**src/rtl/jk_ff_bank_pkg.sv**
```systemverilog
//==============================================================================
// Module      : jk_ff_bank_pkg
// Description : Shared mode encodings and types for the jk_ff_bank slice.
//               MODE_JK / MODE_D / MODE_T / MODE_SR select the per-bit
//               next-state function of the flip-flop bank.
// Revision    : 1.0 - initial release
//==============================================================================
`default_nettype none

package jk_ff_bank_pkg;

    typedef logic [1:0] mode_t;

    localparam mode_t MODE_JK = 2'b00;
    localparam mode_t MODE_D  = 2'b01;
    localparam mode_t MODE_T  = 2'b10;
    localparam mode_t MODE_SR = 2'b11;

endpackage : jk_ff_bank_pkg

`default_nettype wire

```
**src/rtl/jk_ff_next.sv**
```systemverilog
//==============================================================================
// Module      : jk_ff_next
// Description : Combinational single-bit next-state cell for jk_ff_bank.
//   Ports:
//     q       in   current flip-flop state
//     j       in   J / D / T / S input
//     k       in   K / R input (unused in D and T modes)
//     mode    in   next-state function select
//     q_nx    out  next state when the bank is enabled
//     illegal out  S=R=1 seen in SR mode
// Revision    : 1.0 - initial release
//==============================================================================
`default_nettype none

module jk_ff_next
    import jk_ff_bank_pkg::*;
(
    input  logic  q,
    input  logic  j,
    input  logic  k,
    input  mode_t mode,
    output logic  q_nx,
    output logic  illegal
);

    always_comb begin
        q_nx    = q;
        illegal = 1'b0;
        case (mode)
            MODE_JK: begin
                case ({j, k})
                    2'b10:   q_nx = 1'b1;
                    2'b01:   q_nx = 1'b0;
                    2'b11:   q_nx = ~q;
                    default: q_nx = q;
                endcase
            end
            MODE_D:  q_nx = j;
            MODE_T:  q_nx = q ^ j;
            MODE_SR: begin
                case ({j, k})
                    2'b10:   q_nx = 1'b1;
                    2'b01:   q_nx = 1'b0;
                    // S=R=1: the bit holds and the condition is flagged.
                    2'b11:   illegal = 1'b1;
                    default: q_nx = q;
                endcase
            end
            default: q_nx = q;
        endcase
    end

endmodule : jk_ff_next

`default_nettype wire

```
**src/rtl/jk_ff_bank.sv**
```systemverilog
//==============================================================================
// Module      : jk_ff_bank
// Description : Bank of WIDTH flip-flops with runtime-selectable JK / D / T /
//               SR next-state function, clock enable, synchronous parallel
//               load, registered change detection and sticky SR error flag.
//   Ports:
//     clk      in   rising-edge clock
//     rst_n    in   synchronous active-low reset
//     en       in   enables mode-based update
//     mode     in   next-state function select
//     j, k     in   per-bit flip-flop inputs
//     load     in   parallel load strobe (overrides en)
//     load_val in   value written on load
//     err_clr  in   clears sr_err (a coincident set wins)
//     q, qn    out  state and its complement
//     changed  out  previous edge altered q
//     sr_err   out  sticky illegal-SR flag
// Revision    : 1.0 - initial release
//==============================================================================
`default_nettype none

module jk_ff_bank
    import jk_ff_bank_pkg::*;
#(
    parameter int               WIDTH     = 8,
    parameter logic [WIDTH-1:0] RESET_VAL = {WIDTH{1'b0}}
) (
    input  logic             clk,
    input  logic             rst_n,
    input  logic             en,
    input  mode_t            mode,
    input  logic [WIDTH-1:0] j,
    input  logic [WIDTH-1:0] k,
    input  logic             load,
    input  logic [WIDTH-1:0] load_val,
    input  logic             err_clr,
    output logic [WIDTH-1:0] q,
    output logic [WIDTH-1:0] qn,
    output logic             changed,
    output logic             sr_err
);

    logic [WIDTH-1:0] w_q_nx;
    logic [WIDTH-1:0] w_illegal;

    logic [WIDTH-1:0] q_q;
    logic [WIDTH-1:0] q_d;
    logic             changed_q;
    logic             changed_d;
    logic             sr_err_q;
    logic             sr_err_d;
    logic             w_err_set;

    for (genvar gi = 0; gi < WIDTH; gi++) begin : g_bit
        jk_ff_next u_next (
            .q       (q_q[gi]),
            .j       (j[gi]),
            .k       (k[gi]),
            .mode    (mode),
            .q_nx    (w_q_nx[gi]),
            .illegal (w_illegal[gi])
        );
    end

    // Load beats enable; with neither, the bank holds.
    always_comb begin
        q_d = q_q;
        if (load) begin
            q_d = load_val;
        end else if (en) begin
            q_d = w_q_nx;
        end
    end

    assign changed_d = (q_d != q_q);

    // The cell flags illegal only in SR mode; a load or a disabled cycle
    // never raises the error.
    assign w_err_set = en && !load && (|w_illegal);
    assign sr_err_d  = w_err_set || (sr_err_q && !err_clr);

    always_ff @(posedge clk) begin
        if (!rst_n) begin
            q_q       <= RESET_VAL;
            changed_q <= 1'b0;
            sr_err_q  <= 1'b0;
        end else begin
            q_q       <= q_d;
            changed_q <= changed_d;
            sr_err_q  <= sr_err_d;
        end
    end

    assign q       = q_q;
    assign qn      = ~q_q;
    assign changed = changed_q;
    assign sr_err  = sr_err_q;

endmodule : jk_ff_bank

`default_nettype wire

```
**config.mk**
```make
export PLATFORM = sky130hd
export DESIGN_NAME = jk_ff_bank
export DESIGN_NICKNAME = d
export VERILOG_FILES = /design/src/rtl/jk_ff_bank_pkg.sv /design/src/rtl/jk_ff_next.sv /design/src/rtl/jk_ff_bank.sv
export SDC_FILE = /design/constraint.sdc
export NUM_CORES = 1
export LEC_CHECK = 0
export BUFFER_PORTS_ARGS = -buffer_cell sky130_fd_sc_hd__buf_2
export CORE_ASPECT_RATIO = 1.1
export CORE_MARGIN = 4
export CORE_UTILIZATION = 25
export CTS_BUF_LIST = sky130_fd_sc_hd__clkbuf_16
export CTS_CLUSTER_DIAMETER = 120
export DETAILED_ROUTE_END_ITERATION = 8
export SLEW_MARGIN = 20
export SYNTH_ARGS = -nofsm -noshare
export SYNTH_HDL_FRONTEND = slang
export SYNTH_SLANG_ARGS = --single-unit
```
**constraint.sdc**
```tcl
create_clock -name clk -period 2.7 [get_ports clk]
set_clock_uncertainty 0.2 [all_clocks]
set_input_delay 0.81 -clock clk [delete_from_list [all_inputs] [get_ports clk]]
set_output_delay 0.81 -clock clk [all_outputs]
set_load 0.01 [all_outputs]
```
Word level (Yosys, flattened, before mapping)
Index checks and enable logic that the tools add are counted.

storage, ports and cells
  flip-flop bits (word level) = 10
  output and inout bits = 18
  input bits = 31

cells by class
  mux-type cells = 42
  equal/unequal tests = 28
  reductions and logical operators = 8
  bitwise logic cells = 17

operators with widths
  kind                  number
  $eq A2 B2 Y1 const B  18
  $pmux W1 S4           8
  $pmux W1 S3           8
  $eq A2 B1 Y1 const B  9
  $mux W1               16
  $mux W8               2
  $pmux W1 S2           8
  $ne A8 B8 Y1          1
  $not A1 Y1            8
  $not A8 Y8            1
  $reduce_or A8 Y1      1
  $xor A1 B1 Y1         8
  $logic_and A1 B1 Y1   3
  $logic_not A1 Y1      2
  $logic_not A2 Y1      1
  $logic_or A1 B1 Y1    1

Depth between registers and ports, before layout
Gate-level depths: netlist of run 1.

  word-level depth = 6
  depth in mapped cells = 7

Modules after synthesis
Synthesis of run 1 repeated with hierarchy kept, for this count alone.

second synthesis, totals
  cell total of the unflattened synthesis = 169
  area, all modules = 1390.1 sq um

modules (own cells, without submodules)
  module      times used  cells each  area each (sq um)  seq. area each (sq um)
  jk_ff_bank  1           89          699.4              200.2
  jk_ff_next  8           10          86.3               0.0

Worst setup path before layout of run 1
OpenSTA, ideal clock, no wires.

  kind = input port to flip-flop
  start = input k[2]
  end = register q_q[2] (netlist: q[2])
  path slack = 336 ps
  arrival = 2045 ps
  buffers on the path = 0
  cell stages on the path = 6
  cell sequence = inv_1 > ha_1 > mux2_2 > mux4_2 > o21ai_1 > a21boi_1

between the ends
  word-level cells in the longest chain between the ends = 5
  elaborated cells on any way between the ends = 8
  those cells by class = eq/ne: 3; mux: 5

ends and longest elaborated chain
  element                                     RTL line                            text
  from (decl)                                 jk_ff_bank.sv:33                    input logic [WIDTH-1:0] k,
  $eq A2 B2 Y1 (tied with other cells)        jk_ff_next.sv:31                    case ({j, k})
  $pmux W1 S3 or $pmux W1 S2 (tied branches)  jk_ff_next.sv:31, jk_ff_next.sv:41
  $pmux W1 S4 (*)                             jk_ff_next.sv:29                    case (mode)
  $mux W8 (*)                                 jk_ff_bank.sv:70                    end else if (en) begin
  $mux W8 (*)                                 jk_ff_bank.sv:68                    if (load) begin
  to (signal assigned)                        jk_ff_bank.sv:88                    q_q <= q_d;
  to (decl)                                   jk_ff_bank.sv:46                    logic [WIDTH-1:0] q_q;

Mark *: on every way between the ends. The rest lies on a longest branch, timed or not.
A chain may end at the register's enable or synchronous reset.

Worst setup path in the final report of run 1
  start = input j[0]
  end = register changed_q (netlist: changed)

between the ends
  word-level cells in the longest chain between the ends = 6
  elaborated cells on any way between the ends = 10
  those cells by class = eq/ne: 4; mux: 5; bitwise: 1

ends and longest elaborated chain
  element                                     RTL line                            text
  from (decl)                                 jk_ff_bank.sv:32                    input logic [WIDTH-1:0] j,
  $eq A2 B2 Y1 (tied with other cells)        jk_ff_next.sv:31
  $pmux W1 S3 or $pmux W1 S2 (tied branches)  jk_ff_next.sv:31, jk_ff_next.sv:41
  $pmux W1 S4 (*)                             jk_ff_next.sv:29
  $mux W8 (*)                                 jk_ff_bank.sv:70
  $mux W8 (*)                                 jk_ff_bank.sv:68
  $ne A8 B8 Y1 (*)                            jk_ff_bank.sv:75                    assign changed_d = (q_d != q_q);
  to (signal assigned)                        jk_ff_bank.sv:89                    changed_q <= changed_d;
  to (decl)                                   jk_ff_bank.sv:48                    logic changed_q;

Marks and branches as above.

==> results of run 1 <==
[final timing paths]
check | endpoint | slack, ns | depth (start not counted)
min reg2reg | sr_err | 0.38 | 2
max | changed | 0.26 | 7
min | sr_err | 0.38 | 2
max reg2reg | changed | 0.75 | 5
[flip-flops by register name, indices dropped and copies added (netlist names)]
register and flops:
sr_err 1, changed 1, q 8
[worst register-to-register path: stages (launching register included)]
cell and delay, ns:
dfxtp_1 0.50, xnor2_2 0.15, o22ai_1 0.12, or4_4 0.54, a211oi_2 0.18, a31oi_1 0.12
[Yosys cell counts (3+ instances only)]
cell	number	area share
mux2_2	4	0.027
inv_1	19	0.043
nand2_1	21	0.047
buf_6	4	0.027
nand3_1	4	0.012
xor2_1	9	0.047
mux2i_1	3	0.018
nor2b_1	11	0.041
a21oi_1	11	0.033
buf_2	5	0.015
clkbuf_1	6	0.013
o21ai_1	9	0.027
xnor2_1	4	0.021
dfxtp_1	10	0.12
nor2_1	3	0.0067
nor4_1	4	0.015
ha_1	16	0.12
a21boi_1	7	0.031
a211oi_1	3	0.013
mux4_2	4	0.054
buf_4	9	0.040
a31oi_1	5	0.019
o21ai_0	7	0.021
[metrics by stage]
step / hold WS [ns] / setup slack, ns
finish: 0.385 / 0.263
detailed placement: 0.371 / 0.0114
global route: 0.416 / 0.176
floorplan: 0.426 / 0.336
global placement: 0.373 / 0.0500
CTS: 0.387 / 0.260
[routing by layer]
metal / vias up / wire (µm) / global-route usage
met1: 815 / 2220 / 0.159
met2: 50 / 2590 / 0.231
li1: 836 / - / -
met4: 0 / 90 / 0.0462
met5: - / 0 / 0
met3: 6 / 305 / 0.0237
[layout make-up]
| class | count | share of cell area |
|---|---|---|
| Clock inverter | 1 | 0.00189 |
| Timing Repair Buffer | 56 | 0.151 |
| Tap cell | 82 | 0.0515 |
| Clock buffer | 3 | 0.0377 |
| Sequential cell | 10 | 0.101 |
| Inverter | 20 | 0.0390 |
| Multi-Input combinational cell | 159 | 0.618 |
[cell usage in the layout, fill, tap and decap left out, types with 3 or more instances in the layout]
| master | count |
|---|---|
| a211oi_1 | 3 |
| a21boi_1 | 7 |
| a21oi_1 | 11 |
| a31oi_1 | 5 |
| buf_2 | 48 |
| buf_4 | 8 |
| clkbuf_16 | 3 |
| dfxtp_1 | 10 |
| ha_1 | 16 |
| inv_1 | 19 |
| mux2_2 | 4 |
| mux2i_1 | 3 |
| mux4_2 | 4 |
| nand2_1 | 21 |
| nand3_1 | 4 |
| nor2_1 | 3 |
| nor2b_1 | 11 |
| nor4_1 | 4 |
| o21ai_0 | 7 |
| o21ai_1 | 9 |
| xnor2_1 | 4 |
| xor2_1 | 9 |
[report_power, final]
| part | switching [µW] | total (µW) | internal, µW | leakage (µW) |
|---|---|---|---|---|
| Clock | 75.0 | 270 | 195 | 0.0000385 |
| Sequential | 20.8 | 180 | 159 | 0.0000829 |
| Combinational | 150 | 280 | 130 | 0.000784 |
| Total | 246 | 729 | 483 | 0.000905 |
[cell families (layout without fill, tap and decap cells)]
| group | after synthesis | after routing | share of synthesized area |
|---|---|---|---|
| adders and majority gates | 16 | 16 | 0.120 |
| buffers and inverters | 45 | 80 | 0.144 |
| xor gates and xnor gates | 15 | 15 | 0.0875 |
| AOI/OAI and AO/OA | 66 | 66 | 0.272 |
| DFF | 10 | 10 | 0.120 |
| and+or+nand+nor | 51 | 51 | 0.159 |
| muxes | 11 | 11 | 0.0987 |
==> summary.txt, run 1 <==
Outcome
  • Status: finished clean

STA
  • Max Slew Vio Count: 0
  • Fmax: 410 MHz
  • Final hold violations: 0
  • # setup viols final: 0
  • Worst-Margin Slew: 0.591 ns
  • Max_slew headroom: 0.596
  • Min cycle time layout: 2.44 ns
  • RSZ-0062 raised after global routing: false
  • Crit share post-route: 0.903
  • Setup TNS: 0 ns

Place
  • HPWL after DPL: 4130 µm
  • Placed Area: 1910 µm²
  • Placed Instances: 327
  • RD Place Congestion: 0.881
  • Buffers on Ports: 48

Global route
  • First-pass GRT wire length: 8300 µm
  • Gr usage total: 0.132
  • Largest net degree at the start of global routing: 20
  • Initial antenna violation count: 0
  • Number of global-route vias before repair: 1671
  • Grt ovf: 0

Final layout
  • Multi-input gate area in the final layout: 1230 µm²
  • Layout Nets: 297
  • Final std cell area, no fill: 1990 µm²
  • Share of cells above drive strength 1: 0.289
  • Post-Layout Cell Count: 331
  • Synth-to-layout area growth: 19.0%
  • Diode count: 0
  • Fill cells: 699
  • Final core occ: 0.304
  • Register area: 200 µm²

Clocking
  • Post_cts resized: 0
  • Worst-path clk slew: 0.04 ns
  • CTS tree: built
  • CTS buffer count: 3
  • Cts hold-fix bufs: 0
  • Root Driver: clkbuf_16
  • Clock tree buffer depth: 2
  • Sink Count: 10
  • # H-tree levels: 1
  • Worst-Skew Late Latency: 0.24 ns
  • Setup Buffers After CTS: 0

Routing
  • Routed len/inst: 15.7 µm
  • Vias: 1707
  • Iter 0 DRT Violations: 151
  • Number of iterations in the first detailed-routing pass: 4
  • Vias per cell: 5.16
  • Post-Route WL: 5210 µm
  • Post-route DRC: 0
  • Final ANT Viol Nets: 0

Die
  • Die height: 93.8 µm
  • Initial cell density of the core: 0.255
  • Die X: 86.0 µm
  • Die area: 8070 µm²
  • # IOs: 49
  • Site row count: 31
  • Core area: 6560 µm²

Synthesis
  • Post-synthesis cell area: 1670 µm²
  • YS warnings: 0
  • Synth Flop Type: dfxtp_1
  • Async set-reset flop share out of synthesis: 0
  • Cell variety after synth: 52
  • FF+latch count, synth: 10
  • Sequential fraction of the synthesis area: 0.120
  • Number of flops mapped to enable cells by yosys: 0
  • Syn nets: 261
  • Mean cell area of the mapped netlist: 7.82 µm²
  • Cells after Synth: 214

Worst setup path
  • Arrival time at the worst endpoint: 2.34 ns
  • CP max stage cell: or4_4
  • Required @ worst endpoint: 2.61 ns
  • Crit Path Class: input port to register
  • Buffer and inverter count on the worst path: 1
  • Delay-heaviest family, CP: simple AND/OR/NAND/NOR gates
  • Biggest cell delay along the critical path: 0.54 ns
  • Crit-path cells: buf_2 > ha_1 > xnor2_2 > o22ai_1 > or4_4 > a211oi_2 > a31oi_1
  • Critical path origin: j[0]
  • Setup crit start kind: input port
  • R2r startpoint: q[0]
  • CP endpoint kind: register
  • CP max FO: 7

Pwr
  • Leakage power: 0.000905 µW
  • Final Total Pwr: 729 µW
  • Power Density: 366 nW/µm²
  • Worst vdd ir: 0.173 mV

Run
  • MaxCap Viol Count: 0

Hold path
  • Min-delay src: sr_err
  • Hold WC Path Type: register to register
Power figures use the tool's default switching activity.
==> run 2, diff against run 1 <==
clock period = 2.5 ns   (was 2.7 ns; I/O delays follow)
==> summary.txt, run 2 (synthesis results as in run 1) <==
Worst setup path
  • R2r startpoint: q[7] (was q[0])
  • Critical path origin: j[0] (unchanged)
  • Crit path capture: changed (unchanged)
  • CP max FO: 2 (was 7)
  • Setup crit start kind: input port (unchanged)
  • Flop2flop setup slack: 0.58 ns (was 0.75 ns)
  • Arrival time at the worst endpoint: 2.20 ns (was 2.34 ns)
  • Required @ worst endpoint: 2.41 ns (was 2.61 ns)
  • R2R depth: 5 (unchanged)
  • RR Endpoint: changed (unchanged)
  • Crit Path Class: input port to register (unchanged)
  • CP endpoint kind: register (unchanged)

Place
  • Placed Area: 1970 µm² (was 1910 µm²)
  • Buffers on Ports: 48 (unchanged)
  • HPWL after DPL: 4120 µm (was 4130 µm)
  • RD Place Congestion: 0.923 (was 0.881)

Routing
  • Final ANT Viol Nets: 0 (unchanged)
  • Post-Route WL: 5260 µm (was 5210 µm)
  • Post-route DRC: 0 (unchanged)
  • Vias: 1720 (was 1707)
  • Routed len/inst: 15.5 µm (was 15.7 µm)
  • Iter 0 DRT Violations: 127 (was 151)
  • Vias per cell: 5.07 (was 5.16)
  • Number of iterations in the first detailed-routing pass: 4 (unchanged)

Pwr
  • Combinational share of power: 0.388 (was 0.384)
  • Reg power frac: 0.243 (was 0.246)
  • Final Total Pwr: 798 µW (was 729 µW)
  • Power Density: 389 nW/µm² (was 366 nW/µm²)
  • Leakage power: 0.000944 µW (was 0.000905 µW)
  • Internal power: 530 µW (was 483 µW)
  • Net Sw Frac: 0.336 (was 0.337)
  • Worst vdd ir: 0.163 mV (was 0.173 mV)
  • Clk network pwr share: 0.369 (was 0.370)
  • Switch Pwr: 268 µW (was 246 µW)

Clocking
  • Cts hold-fix bufs: 0 (unchanged)
  • Worst-Skew Late Latency: 0.24 ns (about the same)
  • Setup Buffers After CTS: 0 (unchanged)
  • CTS buffer count: 3 (unchanged)
  • Worst-path clk slew: 0.04 ns (about the same)
  • Root Driver: clkbuf_16 (unchanged)
  • CTS tree: built (unchanged)
  • Post_cts resized: 0 (unchanged)
  • Clock tree buffer depth: 2 (unchanged)
  • Sink Count: 10 (unchanged)
  • # H-tree levels: 1 (unchanged)

Final layout
  • Synth-to-layout area growth: 22.6% (was 19.0%)
  • Layout Nets: 305 (was 297)
  • Multi-input gate area in the final layout: 1230 µm² (unchanged)
  • Fill cells: 724 (was 699)
  • Final core occ: 0.313 (was 0.304)
  • Most frequent cells in the layout: buf_2 (48), nand2_1 (21), inv_1 (19), ha_1 (16), buf_4 (16) (was buf_2 (48), nand2_1 (21), inv_1 (19), ha_1 (16))
  • Final std cell area, no fill: 2050 µm² (was 1990 µm²)
  • Max reg flops: 8 (unchanged)
  • Diode count: 0 (unchanged)
  • Register area: 200 µm² (unchanged)
  • Share of cells above drive strength 1: 0.311 (was 0.289)
  • Most common cell after layout, fill and taps aside: buf_2 (unchanged)

STA
  • Hold WS: 0.392 ns (was 0.385 ns)
  • Setup TNS: 0 ns (unchanged)
  • Fmax: 435 MHz
  • Worst-Margin Slew: 0.583 ns (was 0.591 ns)
  • Final hold violations: 0 (unchanged)
  • Max Slew Vio Count: 0 (unchanged)
  • Crit share post-route: 0.919
  • RSZ-0062 raised after global routing: false (unchanged)
  • Max_slew headroom: 0.601 (was 0.596)
  • Min cycle time layout: 2.30 ns
  • # setup viols final: 0 (unchanged)

Die
  • Site row count: 31 (unchanged)
  • Die X: 86.0 µm (unchanged)
  • Core area: 6560 µm² (unchanged)
  • Initial cell density of the core: 0.255 (unchanged)
  • Die area: 8070 µm² (unchanged)
  • # IOs: 49 (unchanged)
  • Die height: 93.8 µm (unchanged)

Hold path
  • Hold WC Path Type: register to register (unchanged)

Global route
  • Gr usage total: 0.132 (about the same)
  • Initial antenna violation count: 0 (unchanged)
  • First-pass GRT wire length: 8480 µm (was 8300 µm)
  • Largest net degree at the start of global routing: 20 (unchanged)
  • Number of global-route vias before repair: 1752 (was 1671)
  • Grt ovf: 0 (unchanged)

Outcome
  • Status: finished clean (unchanged)

Run
  • MaxCap Viol Count: 0 (unchanged)
[run 2: cell count changes in the layout (fill, tap and decap cells not counted), sizes merged]
| cell | previous run | this run |
|---|---|---|
| buf | 56 | 64 |
[run 2: power groups by stage]
stage                     clock network, µW  registers [µW]  logic, µW
after detailed placement                  0             197        310
after CTS                               295             194        311
after floorplan                           0             182        224
after global placement                    0             197        306
after global routing                    306             198        344
final                                   294             194        309
[run 2: stage by stage]
step / setup WS, ns / std cells
floorplan: 0.196 / 214
global placement: -0.0323 / 335
detailed placement: -0.0651 / 335
CTS: 0.190 / 339
global route: 0.135 / 339
finish: 0.202 / 339
[run 2: final cells by class]
type / instances / share of cell area
multi-input cells: 159 / 0.600
repair buffers: 64 / 0.176
flip-flops and latches: 10 / 0.0976
well taps: 82 / 0.0500
inverters: 20 / 0.0378
clock buffers: 3 / 0.0366
clock inverters: 1 / 0.00183
[run 2: worst min-delay path by stage]
stage / start / to / slack, ns / cells after the start
2_1_floorplan: sr_err / sr_err / 0.43 / 2
3_3_place_gp: sr_err / sr_err / 0.37 / 2
3_5_place_dp: sr_err / sr_err / 0.38 / 2
4_1_cts: sr_err / sr_err / 0.39 / 2
5_1_grt: sr_err / sr_err / 0.42 / 2
6_report: sr_err / sr_err / 0.39 / 2
[run 2: layer usage]
layer / vias up / global-route usage / share of wire
met3: 10 / 0.0254 / 0.055
met5: - / 0 / 0
met1: 808 / 0.164 / 0.43
met2: 50 / 0.224 / 0.49
met4: 0 / 0.0449 / 0.023
li1: 852 / - / -
[run 2: critical path, cell delays in order]
cell and delay [ns]:
buf_2 0.11, ha_1 0.23, xnor2_2 0.16, o22ai_1 0.11
or4_4 0.54, a211oi_2 0.18, a31oi_1 0.12
==> run 3, diff against run 2 <==
PLACE_DENSITY = 0.56   (was not set)
==> summary.txt, run 3 (synthesis results as in run 1) <==
STA
  • Hold WS: 0.389 ns (was 0.392 ns)
  • Worst-Margin Slew: 0.608 ns (was 0.583 ns)
  • Final hold violations: 0 (unchanged)
  • Crit share post-route: 0.924 (was 0.919)
  • RSZ-0062 raised after global routing: false (unchanged)
  • Min cycle time layout: 2.31 ns (was 2.30 ns)
  • # setup viols final: 0 (unchanged)
  • Fmax: 433 MHz (was 435 MHz)
  • Max Slew Vio Count: 0 (unchanged)
  • Max_slew headroom: 0.584 (was 0.601)

Clocking
  • CTS buffer count: 3 (unchanged)
  • Worst-Skew Late Latency: 0.24 ns (about the same)
  • Cts hold-fix bufs: 0 (unchanged)
  • Post_cts resized: 0 (unchanged)
  • Setup Buffers After CTS: 0 (unchanged)
  • Clock tree buffer depth: 2 (unchanged)
  • CTS tree: built (unchanged)
  • # H-tree levels: 1 (unchanged)
  • Sink Count: 10 (unchanged)
  • Root Driver: clkbuf_16 (unchanged)
  • Worst-path clk slew: 0.04 ns (about the same)

Pwr
  • Net Sw Frac: 0.333 (was 0.336)
  • Internal power: 529 µW (was 530 µW)
  • Clk network pwr share: 0.365 (was 0.369)
  • Switch Pwr: 264 µW (was 268 µW)
  • Reg power frac: 0.245 (was 0.243)
  • Combinational share of power: 0.391 (was 0.388)
  • Power Density: 388 nW/µm² (was 389 nW/µm²)
  • Leakage power: 0.000939 µW (was 0.000944 µW)
  • Worst vdd ir: 0.185 mV (was 0.163 mV)

Routing
  • Number of iterations in the first detailed-routing pass: 4 (unchanged)
  • Post-Route WL: 5240 µm (was 5260 µm)
  • Routed len/inst: 15.5 µm (about the same)
  • Final ANT Viol Nets: 0 (unchanged)
  • Vias per cell: 5.13 (was 5.07)
  • Post-route DRC: 0 (unchanged)
  • Vias: 1734 (was 1720)
  • Iter 0 DRT Violations: 83 (was 127)

Global route
  • Grt ovf: 0 (unchanged)
  • Initial antenna violation count: 0 (unchanged)
  • Largest net degree at the start of global routing: 20 (unchanged)
  • Gr usage total: 0.136 (was 0.132)
  • Number of global-route vias before repair: 1824 (was 1752)
  • First-pass GRT wire length: 8760 µm (was 8480 µm)

Final layout
  • Share of cells above drive strength 1: 0.309 (was 0.311)
  • Diode count: 0 (unchanged)
  • Max reg flops: 8 (unchanged)
  • Layout Nets: 304 (was 305)
  • Most frequent cells in the layout: buf_2 (48), nand2_1 (21), inv_1 (19), ha_1 (16), buf_4 (15) (was buf_2 (48), nand2_1 (21), inv_1 (19), ha_1 (16), buf_4 (16))
  • Synth-to-layout area growth: 22.1% (was 22.6%)
  • Post-Layout Cell Count: 338 (was 339)
  • Fill cells: 699 (was 724)
  • Most common cell after layout, fill and taps aside: buf_2 (unchanged)

Worst setup path
  • Setup crit start kind: input port (unchanged)
  • Crit Path Class: input port to register (unchanged)
  • CP max FO: 3 (was 2)
  • Buffer and inverter count on the worst path: 2 (was 1)
  • Crit-path cells: buf_2 > inv_1 > ha_1 > xnor2_1 > o22ai_1 > or4_4 > a211oi_2 > a31oi_1 (was buf_2 > ha_1 > xnor2_2 > o22ai_1 > or4_4 > a211oi_2 > a31oi_1)
  • Arrival time at the worst endpoint: 2.22 ns (was 2.20 ns)
  • CP max stage cell: or4_4 (unchanged)
  • CP endpoint kind: register (unchanged)
  • Biggest cell delay along the critical path: 0.52 ns (was 0.54 ns)
  • Delay-heaviest family, CP: simple AND/OR/NAND/NOR gates (unchanged)
  • Required @ worst endpoint: 2.41 ns (about the same)

Die
  • Initial cell density of the core: 0.255 (unchanged)
  • Die height: 93.8 µm (unchanged)
  • Die area: 8070 µm² (unchanged)
  • Core area: 6560 µm² (unchanged)
  • # IOs: 49 (unchanged)
  • Site row count: 31 (unchanged)
  • Die X: 86.0 µm (unchanged)

Place
  • RD Place Congestion: 0.828 (was 0.923)
  • Buffers on Ports: 48 (unchanged)
  • Placed Instances: 334 (was 335)
  • HPWL after DPL: 4150 µm (was 4120 µm)

Hold path
  • Hold WC Path Type: register to register (unchanged)

Run
  • MaxCap Viol Count: 0 (unchanged)

Outcome
  • Status: finished clean (unchanged)
[run 3: cell type report]
class	count	area, µm²	area share
Clock buffer	3	75.1	0.0367
Clock inverter	1	3.75	0.00184
Inverter	20	77.6	0.0380
Multi-Input combinational cell	159	1230	0.603
Sequential cell	10	200	0.0980
Tap cell	82	103	0.0502
Timing Repair Buffer	63	353	0.173
[run 3: per-layer routing]
metal / track usage / vias up / wire, µm
met1: 0.165 / 813 / 2320
li1: - / 851 / -
met3: 0.0298 / 12 / 341
met2: 0.231 / 58 / 2440
met4: 0.0541 / 0 / 142
met5: 0 / - / 0
[run 3: worst paths after layout]
path,from,cells after the start,slack [ns],end
max,k[7],8,0.19,changed
min,sr_err,2,0.39,sr_err
max reg2reg,q[5],5,0.56,changed
min reg2reg,sr_err,2,0.39,sr_err
[run 3: power groups by stage]
stage	registers, µW	logic [µW]	clock network [µW]
4_1_cts	194	312	300
3_3_place_gp	197	306	0
2_1_floorplan	182	224	0
6_report	194	310	289
3_5_place_dp	197	309	0
5_1_grt	197	348	307
[run 3: metrics by stage]
step           instance area, µm²  total power, µW  setup WS (ns)  TNS, ns   util
3_5_place_dp                 1960              506        -0.0625  -0.0625  0.300
6_report                     2040              793          0.190        0  0.312
3_3_place_gp                 1960              503        -0.0528  -0.0528  0.300
4_1_cts                      2040              805          0.180        0  0.312
2_1_floorplan                1670              406          0.196        0      -
5_1_grt                      2040              851         0.0517        0  0.312
[run 3: worst reg2reg max path, stage by stage (launching register included)]
cell and delay, ns:
dfxtp_1 0.50, xnor2_2 0.15, o22ai_1 0.12, or4_4 0.54, a211oi_2 0.18, a31oi_1 0.12
